===== config.mk =====
export PLATFORM = sky130hd
export DESIGN_NAME = sync_fifo_param_flat
export DESIGN_NICKNAME = d
export VERILOG_FILES = /design/src/rtl/sync_fifo_pkg.sv /design/src/rtl/sync_fifo_param_if.sv /design/src/rtl/sync_fifo_mem.sv /design/src/rtl/sync_fifo_param.sv /design/src/flat_wrapper.sv
export SDC_FILE = /design/constraint.sdc
export NUM_CORES = 1
export LEC_CHECK = 0
export ABC_AREA = 1
export CORE_MARGIN = 5
export CORE_UTILIZATION = 62
export DETAILED_ROUTE_END_ITERATION = 16
export MAX_ROUTING_LAYER = met4
export PLACE_DENSITY_LB_ADDON = 0.05
export REMOVE_ABC_BUFFERS = 1
export SLEW_MARGIN = 20
export SYNTH_ARGS = -nofsm -noshare
export SYNTH_HDL_FRONTEND = slang
export SYNTH_SLANG_ARGS = --single-unit

===== constraint.sdc =====
create_clock -name clk_i -period 3.6 [get_ports clk_i]
set_input_delay 0.9 -clock clk_i [delete_from_list [all_inputs] [get_ports clk_i]]
set_output_delay 0.9 -clock clk_i [all_outputs]
set_load 0.005 [all_outputs]

===== src/rtl/sync_fifo_pkg.sv =====
// ============================================================================
// Module   : sync_fifo_pkg
// Purpose  : Shared width helpers and error-status type for sync_fifo_param.
// Revision : 1.0 - initial parametrised release
// ============================================================================
`default_nettype none

package sync_fifo_pkg;

  function automatic int ptr_w(input int depth);
    return $clog2(depth);
  endfunction

  // One extra bit so the level can represent DEPTH itself.
  function automatic int lvl_w(input int depth);
    return $clog2(depth) + 1;
  endfunction

  typedef struct packed {
    logic overflow;
    logic underflow;
  } err_status_t;

endpackage

`default_nettype wire


===== src/rtl/sync_fifo_param_if.sv =====
// ============================================================================
// Module   : sync_fifo_param_if
// Purpose  : Producer/consumer handshake bundle for sync_fifo_param.
// Revision : 1.0 - initial parametrised release
// ============================================================================
`default_nettype none

interface sync_fifo_param_if
  import sync_fifo_pkg::*;
#(
  parameter int WIDTH = 8,
  parameter int DEPTH = 8
);
  localparam int c_lvl_w = lvl_w(DEPTH);

  logic               wr_en_i;
  logic [WIDTH-1:0]   wr_data_i;
  logic               rd_en_i;
  logic               err_clr_i;
  logic [WIDTH-1:0]   rd_data_o;
  logic               rd_valid_o;
  logic               full_o;
  logic               empty_o;
  logic               almost_full_o;
  logic               almost_empty_o;
  logic [c_lvl_w-1:0] level_o;
  logic               overflow_o;
  logic               underflow_o;

  modport slave (
    input  wr_en_i, wr_data_i, rd_en_i, err_clr_i,
    output rd_data_o, rd_valid_o, full_o, empty_o, almost_full_o,
           almost_empty_o, level_o, overflow_o, underflow_o
  );

  modport master (
    output wr_en_i, wr_data_i, rd_en_i, err_clr_i,
    input  rd_data_o, rd_valid_o, full_o, empty_o, almost_full_o,
           almost_empty_o, level_o, overflow_o, underflow_o
  );

endinterface

`default_nettype wire


===== src/rtl/sync_fifo_mem.sv =====
// ============================================================================
// Module   : sync_fifo_mem
// Purpose  : DEPTH x WIDTH storage, one write port and one read port.
//            Registered read; asynchronous read when SYNC_FIFO_FWFT_EN.
// Revision : 1.0 - initial parametrised release
// ============================================================================
`default_nettype none

module sync_fifo_mem
  import sync_fifo_pkg::*;
#(
  parameter int WIDTH  = 8,
  parameter int DEPTH  = 8,
  parameter int ADDR_W = ptr_w(DEPTH)
) (
  input  logic              clk_i,
  input  logic              reset_i,
  input  logic              wr_en_i,
  input  logic [ADDR_W-1:0] wr_addr_i,
  input  logic [WIDTH-1:0]  wr_data_i,
  input  logic              rd_en_i,
  input  logic [ADDR_W-1:0] rd_addr_i,
  output logic [WIDTH-1:0]  rd_data_o
);

  logic [WIDTH-1:0] r_mem [DEPTH];

  // Storage is deliberately left out of reset.
  always_ff @(posedge clk_i) begin
    if (wr_en_i) begin
      r_mem[wr_addr_i] <= wr_data_i;
    end
  end

`ifdef SYNC_FIFO_FWFT_EN
  logic w_unused;
  assign w_unused  = reset_i ^ rd_en_i;
  assign rd_data_o = r_mem[rd_addr_i];
`else
  logic [WIDTH-1:0] r_rd_data;

  always_ff @(posedge clk_i or negedge reset_i) begin
    if (!reset_i) begin
      r_rd_data <= '0;
    end else if (rd_en_i) begin
      r_rd_data <= r_mem[rd_addr_i];
    end
  end

  assign rd_data_o = r_rd_data;
`endif

endmodule

`default_nettype wire


===== src/rtl/sync_fifo_param.sv =====
// ============================================================================
// Module   : sync_fifo_param
// Purpose  : Parametrised single-clock FIFO with level, thresholds and
//            sticky errors. Define SYNC_FIFO_FWFT_EN for first-word-fall-through.
// Revision : 1.0 - initial parametrised release
// ============================================================================
`default_nettype none

module sync_fifo_param
  import sync_fifo_pkg::*;
#(
  parameter int WIDTH     = 8,
  parameter int DEPTH     = 8,
  parameter int AF_THRESH = DEPTH - 2,
  parameter int AE_THRESH = 2
) (
  input  logic             clk_i,
  input  logic             reset_i,
  sync_fifo_param_if.slave bus
);

  localparam int                 c_ptr_w   = ptr_w(DEPTH);
  localparam int                 c_lvl_w   = lvl_w(DEPTH);
  localparam logic [c_ptr_w-1:0] c_ptr_one = c_ptr_w'(1);
  localparam logic [c_lvl_w-1:0] c_lvl_one = c_lvl_w'(1);
  localparam logic [c_lvl_w-1:0] c_depth   = c_lvl_w'(DEPTH);
  localparam logic [c_lvl_w-1:0] c_af      = c_lvl_w'(AF_THRESH);
  localparam logic [c_lvl_w-1:0] c_ae      = c_lvl_w'(AE_THRESH);

  logic [c_ptr_w-1:0] r_wr_ptr;
  logic [c_ptr_w-1:0] r_rd_ptr;
  logic [c_lvl_w-1:0] r_level;
  err_status_t        r_err;

  logic               w_full;
  logic               w_empty;
  logic               w_wr_acc;
  logic               w_rd_acc;
  logic [WIDTH-1:0]   w_rd_data;

  // Flags decode only the registered level, so inputs never reach them.
  assign w_full   = (r_level == c_depth);
  assign w_empty  = (r_level == '0);
  assign w_wr_acc = bus.wr_en_i & ~w_full;
  assign w_rd_acc = bus.rd_en_i & ~w_empty;

  always_ff @(posedge clk_i or negedge reset_i) begin
    if (!reset_i) begin
      r_wr_ptr <= '0;
      r_rd_ptr <= '0;
      r_level  <= '0;
      r_err    <= '0;
    end else begin
      if (w_wr_acc) begin
        r_wr_ptr <= r_wr_ptr + c_ptr_one;
      end
      if (w_rd_acc) begin
        r_rd_ptr <= r_rd_ptr + c_ptr_one;
      end
      if (w_wr_acc && !w_rd_acc) begin
        r_level <= r_level + c_lvl_one;
      end else if (w_rd_acc && !w_wr_acc) begin
        r_level <= r_level - c_lvl_one;
      end
      // A fresh error outranks a simultaneous clear.
      r_err.overflow  <= (bus.wr_en_i & w_full)
                       | (r_err.overflow & ~bus.err_clr_i);
      r_err.underflow <= (bus.rd_en_i & w_empty)
                       | (r_err.underflow & ~bus.err_clr_i);
    end
  end

  sync_fifo_mem #(
    .WIDTH  (WIDTH),
    .DEPTH  (DEPTH),
    .ADDR_W (c_ptr_w)
  ) u_mem (
    .clk_i     (clk_i),
    .reset_i   (reset_i),
    .wr_en_i   (w_wr_acc),
    .wr_addr_i (r_wr_ptr),
    .wr_data_i (bus.wr_data_i),
    .rd_en_i   (w_rd_acc),
    .rd_addr_i (r_rd_ptr),
    .rd_data_o (w_rd_data)
  );

`ifdef SYNC_FIFO_FWFT_EN
  assign bus.rd_valid_o = ~w_empty;
`else
  logic r_rd_valid;

  always_ff @(posedge clk_i or negedge reset_i) begin
    if (!reset_i) begin
      r_rd_valid <= 1'b0;
    end else begin
      r_rd_valid <= w_rd_acc;
    end
  end

  assign bus.rd_valid_o = r_rd_valid;
`endif

  assign bus.rd_data_o      = w_rd_data;
  assign bus.full_o         = w_full;
  assign bus.empty_o        = w_empty;
  assign bus.almost_full_o  = (r_level >= c_af);
  assign bus.almost_empty_o = (r_level <= c_ae);
  assign bus.level_o        = r_level;
  assign bus.overflow_o     = r_err.overflow;
  assign bus.underflow_o    = r_err.underflow;

endmodule

`default_nettype wire


===== src/flat_wrapper.sv =====
// flat-port wrapper written by rule: the top's interface ports become plain ports
module sync_fifo_param_flat import sync_fifo_pkg::*;
#(
  parameter int WIDTH     = 8,
  parameter int DEPTH     = 8,
  parameter int AF_THRESH = DEPTH - 2,
  parameter int AE_THRESH = 2
)
  (clk_i, reset_i, bus_wr_en_i, bus_wr_data_i, bus_rd_en_i, bus_err_clr_i, bus_rd_data_o, bus_rd_valid_o, bus_full_o, bus_empty_o, bus_almost_full_o, bus_almost_empty_o, bus_level_o, bus_overflow_o, bus_underflow_o);
  sync_fifo_param_if #(.WIDTH(WIDTH), .DEPTH(DEPTH)) bus_i ();
  input  logic clk_i;
  input  logic reset_i;
  input wire logic [$bits(bus_i.wr_en_i)-1:0] bus_wr_en_i;
  input wire logic [$bits(bus_i.wr_data_i)-1:0] bus_wr_data_i;
  input wire logic [$bits(bus_i.rd_en_i)-1:0] bus_rd_en_i;
  input wire logic [$bits(bus_i.err_clr_i)-1:0] bus_err_clr_i;
  output wire logic [$bits(bus_i.rd_data_o)-1:0] bus_rd_data_o;
  output wire logic [$bits(bus_i.rd_valid_o)-1:0] bus_rd_valid_o;
  output wire logic [$bits(bus_i.full_o)-1:0] bus_full_o;
  output wire logic [$bits(bus_i.empty_o)-1:0] bus_empty_o;
  output wire logic [$bits(bus_i.almost_full_o)-1:0] bus_almost_full_o;
  output wire logic [$bits(bus_i.almost_empty_o)-1:0] bus_almost_empty_o;
  output wire logic [$bits(bus_i.level_o)-1:0] bus_level_o;
  output wire logic [$bits(bus_i.overflow_o)-1:0] bus_overflow_o;
  output wire logic [$bits(bus_i.underflow_o)-1:0] bus_underflow_o;
  assign bus_i.wr_en_i = bus_wr_en_i;
  assign bus_i.wr_data_i = bus_wr_data_i;
  assign bus_i.rd_en_i = bus_rd_en_i;
  assign bus_i.err_clr_i = bus_err_clr_i;
  assign bus_rd_data_o = bus_i.rd_data_o;
  assign bus_rd_valid_o = bus_i.rd_valid_o;
  assign bus_full_o = bus_i.full_o;
  assign bus_empty_o = bus_i.empty_o;
  assign bus_almost_full_o = bus_i.almost_full_o;
  assign bus_almost_empty_o = bus_i.almost_empty_o;
  assign bus_level_o = bus_i.level_o;
  assign bus_overflow_o = bus_i.overflow_o;
  assign bus_underflow_o = bus_i.underflow_o;
  sync_fifo_param #(.WIDTH(WIDTH), .DEPTH(DEPTH), .AF_THRESH(AF_THRESH), .AE_THRESH(AE_THRESH)) u_core (.clk_i(clk_i), .reset_i(reset_i), .bus(bus_i));
endmodule

==> reports/summary.txt, run 1 <==
status: finished clean
Initial Util: 0.640
top sig layer: met4
Final TNS setup: 0 ps
Cells after Synth: 372
DRC: 0
fraction of layout cells with a size suffix above 1: 0.0737
Via Count: 2,599
Nets: 421
largest net degree at the start of global routing: 35
Max stage delay cell, worst path: clkdlybuf4s50_1
Psw: 0.00127 W
worst-path cell chain: nor2_2 > nand3_2 > inv_1 > clkdlybuf4s50_1
routed wire length per instance: 16.5 um
HPWL after DPL: 5560 um
CP Max Fanout: 6
root buffer cell: clkbuf_8
Worst EP required: 2700 ps
GRT Util Overall: 0.230
Worst Hold Class: flop to flop
CTS buffer count: 9
clk buf depth: 2
core area: 5960 um2
Power Dens Cells: 787 nW/um2
vias per cell: 5.39
sequential share of the synthesized area: 0.642
Final setup viols: 0
initial antenna violation count: 0
post-synthesis simple-gate area fraction: 0.218
Highest Clock Rate: 0.385 GHz
WL final: 7930 um
die extent in x: 88.4 um
Die Y: 88.4 um
Final Cycle Share: 0.721
# diodes: 0
full die area: 7810 um2
Port Buffers: 31
RSZ-0062 raised after global routing: false
synth warn: 0
CP max stage delay: 490 ps
Comb pwr share: 0.374
Synth Area per Inst: 10.2 um2
skew final: 7.65 ps
Leak Pwr: 1.91 nW
CP arrival: 1700 ps
post-synthesis instance area: 3810 um2
hold_ws: 486 ps
antenna-violating nets left: 0
P_int: 0.00211 W
Setup Crit Path Kind: flop to output pin
met2 wire length: 3900 um
vias in the first global route: 2,453
minimum clock period: 2600 ps
Reg power frac: 0.431
post-cts resize count: 0
relative slew slack: 0.388
GR Overflow Total: 0
DRT iter0 DRCs: 242
FP Rows: 28
Worst Tran Pin Value: 915 ps
Final Wtd Congestion: 0.905
Yosys cell types: 28
fillcell total: 451
#FFs+latches synth: 85
Main synth FF type: edfxtp_1
later-pin clock latency in the skew report: 360 ps
Setup crit end kind: output pin
Hold Fails Final Rpt: 0
mux share of post-synthesis cell area: 0
clock slew at reported path FFs: 80 ps
Metal-1 WL: 3170 um
Post-Synth XOR/XNOR Area: 0.0135
Synth Area in Compound Gates: 0.00755
clock share of power: 0.195
first-pass GRT wire length: 12,200 um
crit path buf inv count: 2
critical path's top delay family: buffers and inverters
total clock sinks: 85
drt first pass iters: 5
async set or reset register ratio after synthesis: 0.247
Post-synth EDFFs: 64
P&R area growth vs syn: 12.7%
Critical Path Start Type: flop
largest family of logic cells by synthesized area: simple AND/OR/NAND/NOR gates
CTS Hold Bufs: 0
TritonCTS clock tree: built
post-CTS setup buffer count: 0
sw frac: 0.375
max_cap viols: 0
# IOs: 32
Met3 Wirelength: 713 um
Max IR drop VDD: 0.483 mV
Max Slew Vio Count: 0
CTS H-tree lvls: 3
Post-Synth Adder-Cell Area: 0.0217
path summary, 6_finish.rpt:
path | start | end | slack, ps | cells past startpoint
max | u_core.bus.level_o[0] | bus_full_o | 1000 | 4
min | u_core.u_mem.rd_data_o[1] | u_core.u_mem.rd_data_o[1] | 490 | 2
max reg2reg | u_core.bus.level_o[0] | u_core.bus.level_o[3] | 1430 | 12
min reg2reg | u_core.u_mem.rd_data_o[1] | u_core.u_mem.rd_data_o[1] | 490 | 2
max in group asynchronous | reset_i | u_core.bus.level_o[3] | 1990 | 1
min in group asynchronous | reset_i | u_core.r_rd_ptr[2] | 1050 | 1
area by class of cell:
class | count | area [um2] | area share
flip-flops and latches | 85 | 2450 | 0.570
multi-input cells | 210 | 995 | 0.232
repair buffers | 32 | 318 | 0.0740
inverters | 64 | 250 | 0.0583
clock buffers | 10 | 128 | 0.0297
well taps | 75 | 93.8 | 0.0219
clock inverters | 6 | 62.6 | 0.0146
worst reg2reg max path, cell delays in order, from the launching register on:
cell     delay (ps)
dfrtp_1         480
nor2_2          190
nand3_2         100
nand2_2         100
inv_2            70
ha_1            210
inv_1           120
ha_1            260
or2_2           310
nand3_1          90
nand2_1          50
nand2_1          50
nand2_1          40
cell families after synthesis:
kind of cell	count (synthesis)
compound gates	5
xor+xnor	5
fa+ha+maj	6
buf+inv	77
flops	85
simple gates	194
per-stage QoR:
| stage | instance area [um2] | std cells | worst slack (ps) | utilization | power, W |
|---|---|---|---|---|---|
| 2_1_floorplan | 3690 | 359 | 1410 | - | 0.00220 |
| 3_3_place_gp | 4100 | 466 | 811 | 0.689 | 0.00271 |
| 3_5_place_dp | 4100 | 466 | 768 | 0.689 | 0.00274 |
| 4_1_cts | 4290 | 482 | 984 | 0.721 | 0.00339 |
| 5_1_grt | 4290 | 482 | 898 | 0.721 | 0.00360 |
| 6_report | 4290 | 482 | 1000 | 0.721 | 0.00338 |
layer usage:
layer / up-vias / track usage
li1: 1235 / -
met1: 1236 / 0.292
met2: 116 / 0.370
met3: 12 / 0.0493
met4: 0 / 0.0783
met5: - / -
power by group through the flow:
stage	registers [W]	logic [W]	clock network (W)
floorplan	0.00147	0.000729	0
global placement	0.00147	0.00124	0
detailed placement	0.00148	0.00126	0
CTS	0.00146	0.00127	0.000662
global route	0.00148	0.00141	0.000712
finish	0.00146	0.00126	0.000657
cells in the mapped netlist (3+ instances only):
| library cell | count | area (um2) |
|---|---|---|
| edfxtp_1 | 64 | 1920 |
| nand3_1 | 48 | 240 |
| ha_1 | 5 | 62.6 |
| nand2_1 | 125 | 469 |
| nand3_2 | 3 | 30.0 |
| buf_6 | 4 | 45.0 |
| o21ai_0 | 4 | 20.0 |
| buf_2 | 5 | 25.0 |
| inv_1 | 59 | 221 |
| nor2_1 | 11 | 41.3 |
| dfrtp_1 | 21 | 526 |
state kept, by name (all words and copies together) (netlist names):
name and count:
u_core.bus.level_o 4, u_core.bus.overflow_o 1, u_core.bus.rd_valid_o 1, u_core.bus.underflow_o 1, u_core.r_rd_ptr 3, u_core.r_wr_ptr 3
u_core.u_mem.r_mem 64, u_core.u_mem.rd_data_o 8
cell usage in the layout, fill, tap and decap left out, types with 2 or more instances in the layout:
cell type,synthesis,layout
inv_1,59,59
clkdlybuf4s50_1,0,31
nand3_2,3,3
clkbuf_8,1,9
nand3_1,48,48
nor2_2,2,2
clkinv_1,1,3
xor2_1,2,2
clkinv_4,1,2
nand2_2,2,2
nand2_1,125,125
edfxtp_1,64,64
ha_1,5,5
nor2_1,11,11
o21ai_0,4,4
inv_4,2,2
dfrtp_1,21,21
xnor2_1,2,2
No activity file was read; power rests on OpenSTA's default activity.
==> run 2, diff against run 1 <==
--- a/config.mk
+++ b/config.mk
@@ -7,7 +7,7 @@
 export LEC_CHECK = 0
 export ABC_AREA = 1
 export CORE_MARGIN = 5
-export CORE_UTILIZATION = 62
+export CORE_UTILIZATION = 52
 export DETAILED_ROUTE_END_ITERATION = 16
 export MAX_ROUTING_LAYER = met4
 export PLACE_DENSITY_LB_ADDON = 0.05
==> constraint.sdc (replaced) <==
create_clock -name clk_i -period 2.15 [get_ports clk_i]
set_input_delay 0.5375 -clock clk_i [delete_from_list [all_inputs] [get_ports clk_i]]
set_output_delay 0.5375 -clock clk_i [all_outputs]
set_load 0.005 [all_outputs]
==> run 2 against run 1 <==
Net effect:
- design area rose by 6.1%
- cell count increased by 10%
- clock skew is 0.71 ps lower
- total power rose by 77%
- combinational power rose by 90%
- die area rose by 17%
- sequential cell count is the same
- sequential share of layout area down 3.2 points
- critical endpoint is now bus_almost_empty_o
- largest cell class unchanged
==> reports/summary.txt, run 2 (synthesis results as in run 1) <==
DRT iter0 DRCs: 168
P&R area growth vs syn: 19.6%
max reg flops: 64
Final TNS setup: 0 ps
Multi-input gate area: 1000 um2
Power Dens Cells: 1310 nW/um2
Layout Cells excl Fill: 531
Port Buffers: 31
relative slew slack: 0.578
FP Rows: 31
skew final: 6.94 ps
most common cell after layout, fill and taps aside: nand2_1
core area: 7180 um2
CP Max Fanout: 5
root buffer cell: clkbuf_8
RSZ-0062 raised after global routing: true
Initial Util: 0.531
WL final: 8040 um
die extent in x: 95.6 um
Max stage delay cell, worst path: clkdlybuf4s50_1
Worst EP required: 1610 ps
fraction of layout cells with a size suffix above 1: 0.134
Power, Total: 0.00597 W
dpl cells: 513
Critical Path Start Type: flop
Final setup viols: 0
GRT Util Overall: 0.203
Max Slew Vio Count: 0
antenna-violating nets left: 0
Final Cycle Share: 0.990
first-pass GRT wire length: 13,100 um
# diodes: 0
fillcell total: 616
total clock sinks: 85
Highest Clock Rate: 0.470 GHz
routed wire length per instance: 15.1 um
later-pin clock latency in the skew report: 360 ps
vias per cell: 4.90
minimum clock period: 2130 ps
status: finished clean
Worst Hold Class: flop to flop
Leak Pwr: 2.10 nW
CP max stage delay: 490 ps
DRC: 0
CTS buffer count: 9
Via Count: 2,604
Max IR drop VDD: 0.558 mV
most frequent cells in the layout: nand2_1, edfxtp_1, inv_1
crit path buf inv count: 3
Final Wtd Congestion: 0.813
initial antenna violation count: 0
Nets: 447
Die Y: 95.6 um
Setup Crit Path Kind: flop to output pin
vias in the first global route: 2,545
CTS H-tree lvls: 3
Biggest register: u_core.u_mem.r_mem
clk buf depth: 2
GR Overflow Total: 0
critical path's top delay family: buffers and inverters
TritonCTS clock tree: built
full die area: 9140 um2
worst-path cell chain: buf_4 > nand2_1 > nand2_1 > inv_1 > clkdlybuf4s50_1
# IOs: 32
Register Area: 2450 um2
Hold Fails Final Rpt: 0
Worst Tran Pin Value: 633 ps
fin util: 0.635
CP arrival: 1590 ps
CTS Hold Bufs: 0
max_cap viols: 0
clock slew at reported path FFs: 80 ps
Setup crit end kind: output pin
cell mode on critical path: nand2_1
largest net degree at the start of global routing: 34
drt first pass iters: 5
HPWL after DPL: 5120 um
-- run 2: cell types whose count changed in the layout (fill, tap and decap cells not counted), sizes merged --
cell	before	now
buf	1	27
bufinv	1	2
clkbuf	10	11
clkdlybuf4s50	31	28
clkinv	5	4
clkinvlp	1	0
dlymetal6s2s	0	3
inv	63	62
-- run 2: worst reg2reg max path, stage by stage, from the launching register on --
cell and delay, ps:
dfrtp_1 420, nor2_4 140, nand3_2 90, nand2_2 80, inv_2 40, ha_1 200
inv_1 80, ha_1 230, or2_2 310, nand2_1 70, nand2_1 50, nand2_1 60
nand2_1 40, nand2_1 50
-- run 2: through the flow --
stage	area [um2]	hold WS (ps)	setup WS, ps
after floorplan	3690	242	140
after global placement	4310	464	-141
after detailed placement	4310	465	-157
after CTS	4540	486	0.525
after global routing	4560	519	-28.2
final	4560	482	21.4
-- run 2: where the power goes --
group	total, W	switching, W	internal [W]	leakage (nW)
Clock	0.00121	0.000560	0.000649	0.103
Sequential	0.00237	0.000227	0.00215	0.835
Combinational	0.00239	0.00136	0.00103	1.16
-- run 2: worst paths after layout --
kind	from	end	slack, ps	depth (start not counted)
max	u_core.bus.level_o[0]	bus_almost_empty_o	20	5
min	u_core.u_mem.rd_data_o[4]	u_core.u_mem.rd_data_o[4]	480	2
max reg2reg	u_core.bus.level_o[0]	u_core.bus.level_o[3]	220	13
min reg2reg	u_core.u_mem.rd_data_o[4]	u_core.u_mem.rd_data_o[4]	480	2
max in group asynchronous	reset_i	u_core.bus.level_o[2]	1360	2
min in group asynchronous	reset_i	u_core.r_rd_ptr[0]	530	2
-- run 2: timing repair --
action | CTS | global route
gates resized for setup | 3 | 5
pin swaps | 1 | 1
cloned | 0 | 0
endpoints found under the setup margin | 2 | 4
hold endpoints to repair | 0 | 0
buffers inserted | 3 | 0
-- run 2: final cells by class --
class | count | area share
Sequential cell | 85 | 0.537
Clock buffer | 11 | 0.0288
Clock inverter | 4 | 0.0162
Multi-Input combinational cell | 210 | 0.220
Inverter | 64 | 0.0549
Tap cell | 99 | 0.0272
Timing Repair Buffer | 58 | 0.115
-- run 2: metal layers --
metal	part of all wire	GRT usage
met1	0.45	0.268
met2	0.47	0.314
met3	0.059	0.0426
met4	0.016	0.0699
met5	0	-
==> run 3, diff against run 2 <==
--- a/config.mk
+++ b/config.mk
@@ -6,13 +6,14 @@
 export NUM_CORES = 1
 export LEC_CHECK = 0
 export ABC_AREA = 1
-export CORE_MARGIN = 5
 export CORE_UTILIZATION = 52
 export DETAILED_ROUTE_END_ITERATION = 16
 export MAX_ROUTING_LAYER = met4
 export PLACE_DENSITY_LB_ADDON = 0.05
+export RECOVER_POWER = 50
 export REMOVE_ABC_BUFFERS = 1
 export SLEW_MARGIN = 20
 export SYNTH_ARGS = -nofsm -noshare
 export SYNTH_HDL_FRONTEND = slang
 export SYNTH_SLANG_ARGS = --single-unit
+export TNS_END_PERCENT = 100
==> run 3 against run 2 <==
Net effect:
- setup slack improved by 36 ps
- sequential share of layout area barely moved
- clock skew grew 6.1 ps
- design area is essentially flat
- total power up 0.32%
- via count grew 0.19%
- critical path type unchanged
- critical endpoint is now bus_full_o
==> reports/summary.txt, run 3 (synthesis results as in run 1) <==
hold endpoint: u_core.u_mem.rd_data_o[4]
Port Buffers: 31
fin util: 0.657
largest net degree at the start of global routing: 34
Worst Hold Class: flop to flop
Hold Crit Depth: 2
Via Count: 2,609
P&R area growth vs syn: 19.7%
Nets: 446
drt first pass iters: 4
clk buf depth: 2
Biggest register: u_core.u_mem.r_mem
DRT iter0 DRCs: 229
routed wire length per instance: 14.0 um
R2R setup slack: 180 ps
CTS H-tree lvls: 3
GRT Util Overall: 0.222
Final Wtd Congestion: 0.793
vias in the first global route: 2,523
CP Max Fanout: 2
fin worst setup slack: 57.7 ps
FP Rows: 30
Max IR drop VDD: 0.554 mV
core area: 6940 um2
antenna-violating nets left: 0
clock slew at reported path FFs: 90 ps
Final setup viols: 0
Critical Path Start Type: flop
root buffer cell: clkbuf_8
Setup Crit Path Kind: flop to output pin
CTS buffer count: 9
DP Worst Slack: -222 ps
first-pass GRT wire length: 11,800 um
status: finished clean
HPWL after DPL: 4860 um
full die area: 7680 um2
Die Y: 87.6 um
Hold Fails Final Rpt: 0
WL final: 7400 um
fraction of layout cells with a size suffix above 1: 0.134
Power Dens Cells: 1310 nW/um2
# diodes: 0
max reg flops: 64
Initial Util: 0.549
Final TNS setup: 0 ps
Highest Clock Rate: 0.478 GHz
Leak Pwr: 2.09 nW
DRC: 0
most frequent cells in the layout: nand2_1, edfxtp_1, inv_1
Final Cycle Share: 0.973
R2R depth: 13
CP arrival: 1550 ps
Worst EP required: 1610 ps
Max Slew Vio Count: 0
Worst Tran Pin Value: 1220 ps
TritonCTS clock tree: built
relative slew slack: 0.185
R2R Path End: u_core.bus.level_o[3]
vias per cell: 4.94
most common cell after layout, fill and taps aside: nand2_1
skew final: 13.0 ps
worst r2r src: u_core.bus.level_o[3]
later-pin clock latency in the skew report: 360 ps
hold_ws: 486 ps
Setup crit end kind: output pin
minimum clock period: 2090 ps
initial antenna violation count: 0
# IOs: 32
GR Overflow Total: 0
die extent in x: 87.6 um
hold_sp: u_core.u_mem.rd_data_o[4]
max_cap viols: 0
total clock sinks: 85
-- run 3: cell count changes in the layout (fill, tap and decap cells not counted), sizes merged --
cell,before,now
clkbuf,11,10
clkdlybuf4s50,28,19
buf,27,25
inv,62,66
dlygate4sd3,0,10
dlymetal6s2s,3,2
clkinv,4,3
-- run 3: worst max-delay path by stage --
stage	from	end	cells past startpoint
after floorplan	u_core.bus.level_o[0]	u_core.bus.level_o[3]	12
after global placement	bus_wr_en_i	u_core.bus.level_o[3]	11
after detailed placement	bus_wr_en_i	u_core.bus.level_o[3]	11
after CTS	u_core.bus.level_o[0]	bus_full_o	4
after global routing	u_core.bus.level_o[0]	bus_full_o	4
final	u_core.bus.level_o[0]	bus_full_o	4
-- run 3: cell type report --
class / instances / area, um2
Fill cell: 551 / 2380
Tap cell: 96 / 120
Clock inverter: 7 / 101
Inverter: 64 / 250
Timing Repair Buffer: 57 / 510
Multi-Input combinational cell: 210 / 1000
Clock buffer: 9 / 124
Sequential cell: 85 / 2450
-- run 3: critical path, stage by stage, from the launching register on --
cell and delay [ps]:
dfrtp_1 410, nor2_4 140, nand3_2 90, inv_1 70
clkdlybuf4s50_1 490
-- run 3: where the power goes --
group / leakage [nW] / switching, W / internal (W) / total, W
clock: 0.114 / 0.000598 / 0.000671 / 0.00127
sequential: 0.835 / 0.000215 / 0.00215 / 0.00236
combinational: 1.14 / 0.00132 / 0.00104 / 0.00236
total: 2.09 / 0.00213 / 0.00386 / 0.00599
-- run 3: metrics by stage --
stage,instance area (um2),cells,power (W)
after CTS,4550,528,0.00605
after global routing,4560,528,0.00641
final,4560,528,0.00599
after global placement,4290,508,0.00465
after detailed placement,4290,508,0.00471
after floorplan,3690,359,0.00369
-- run 3: what timing repair did --
| action | 4_1_cts | 5_1_grt |
|---|---|---|
| pin swaps | 1 | 1 |
| resized for setup | 3 | 4 |
| buffers inserted | 4 | 0 |
| setup endpoints to repair | 2 | 3 |
| hold buffers | 0 | 0 |
-- run 3: layer usage --
layer / track usage / part of all wire / vias up
li1: - / - / 1283
met1: 0.260 / 0.43 / 1245
met2: 0.374 / 0.49 / 72
met3: 0.0452 / 0.069 / 9
met4: 0.0939 / 0.014 / 0
met5: - / 0 / -
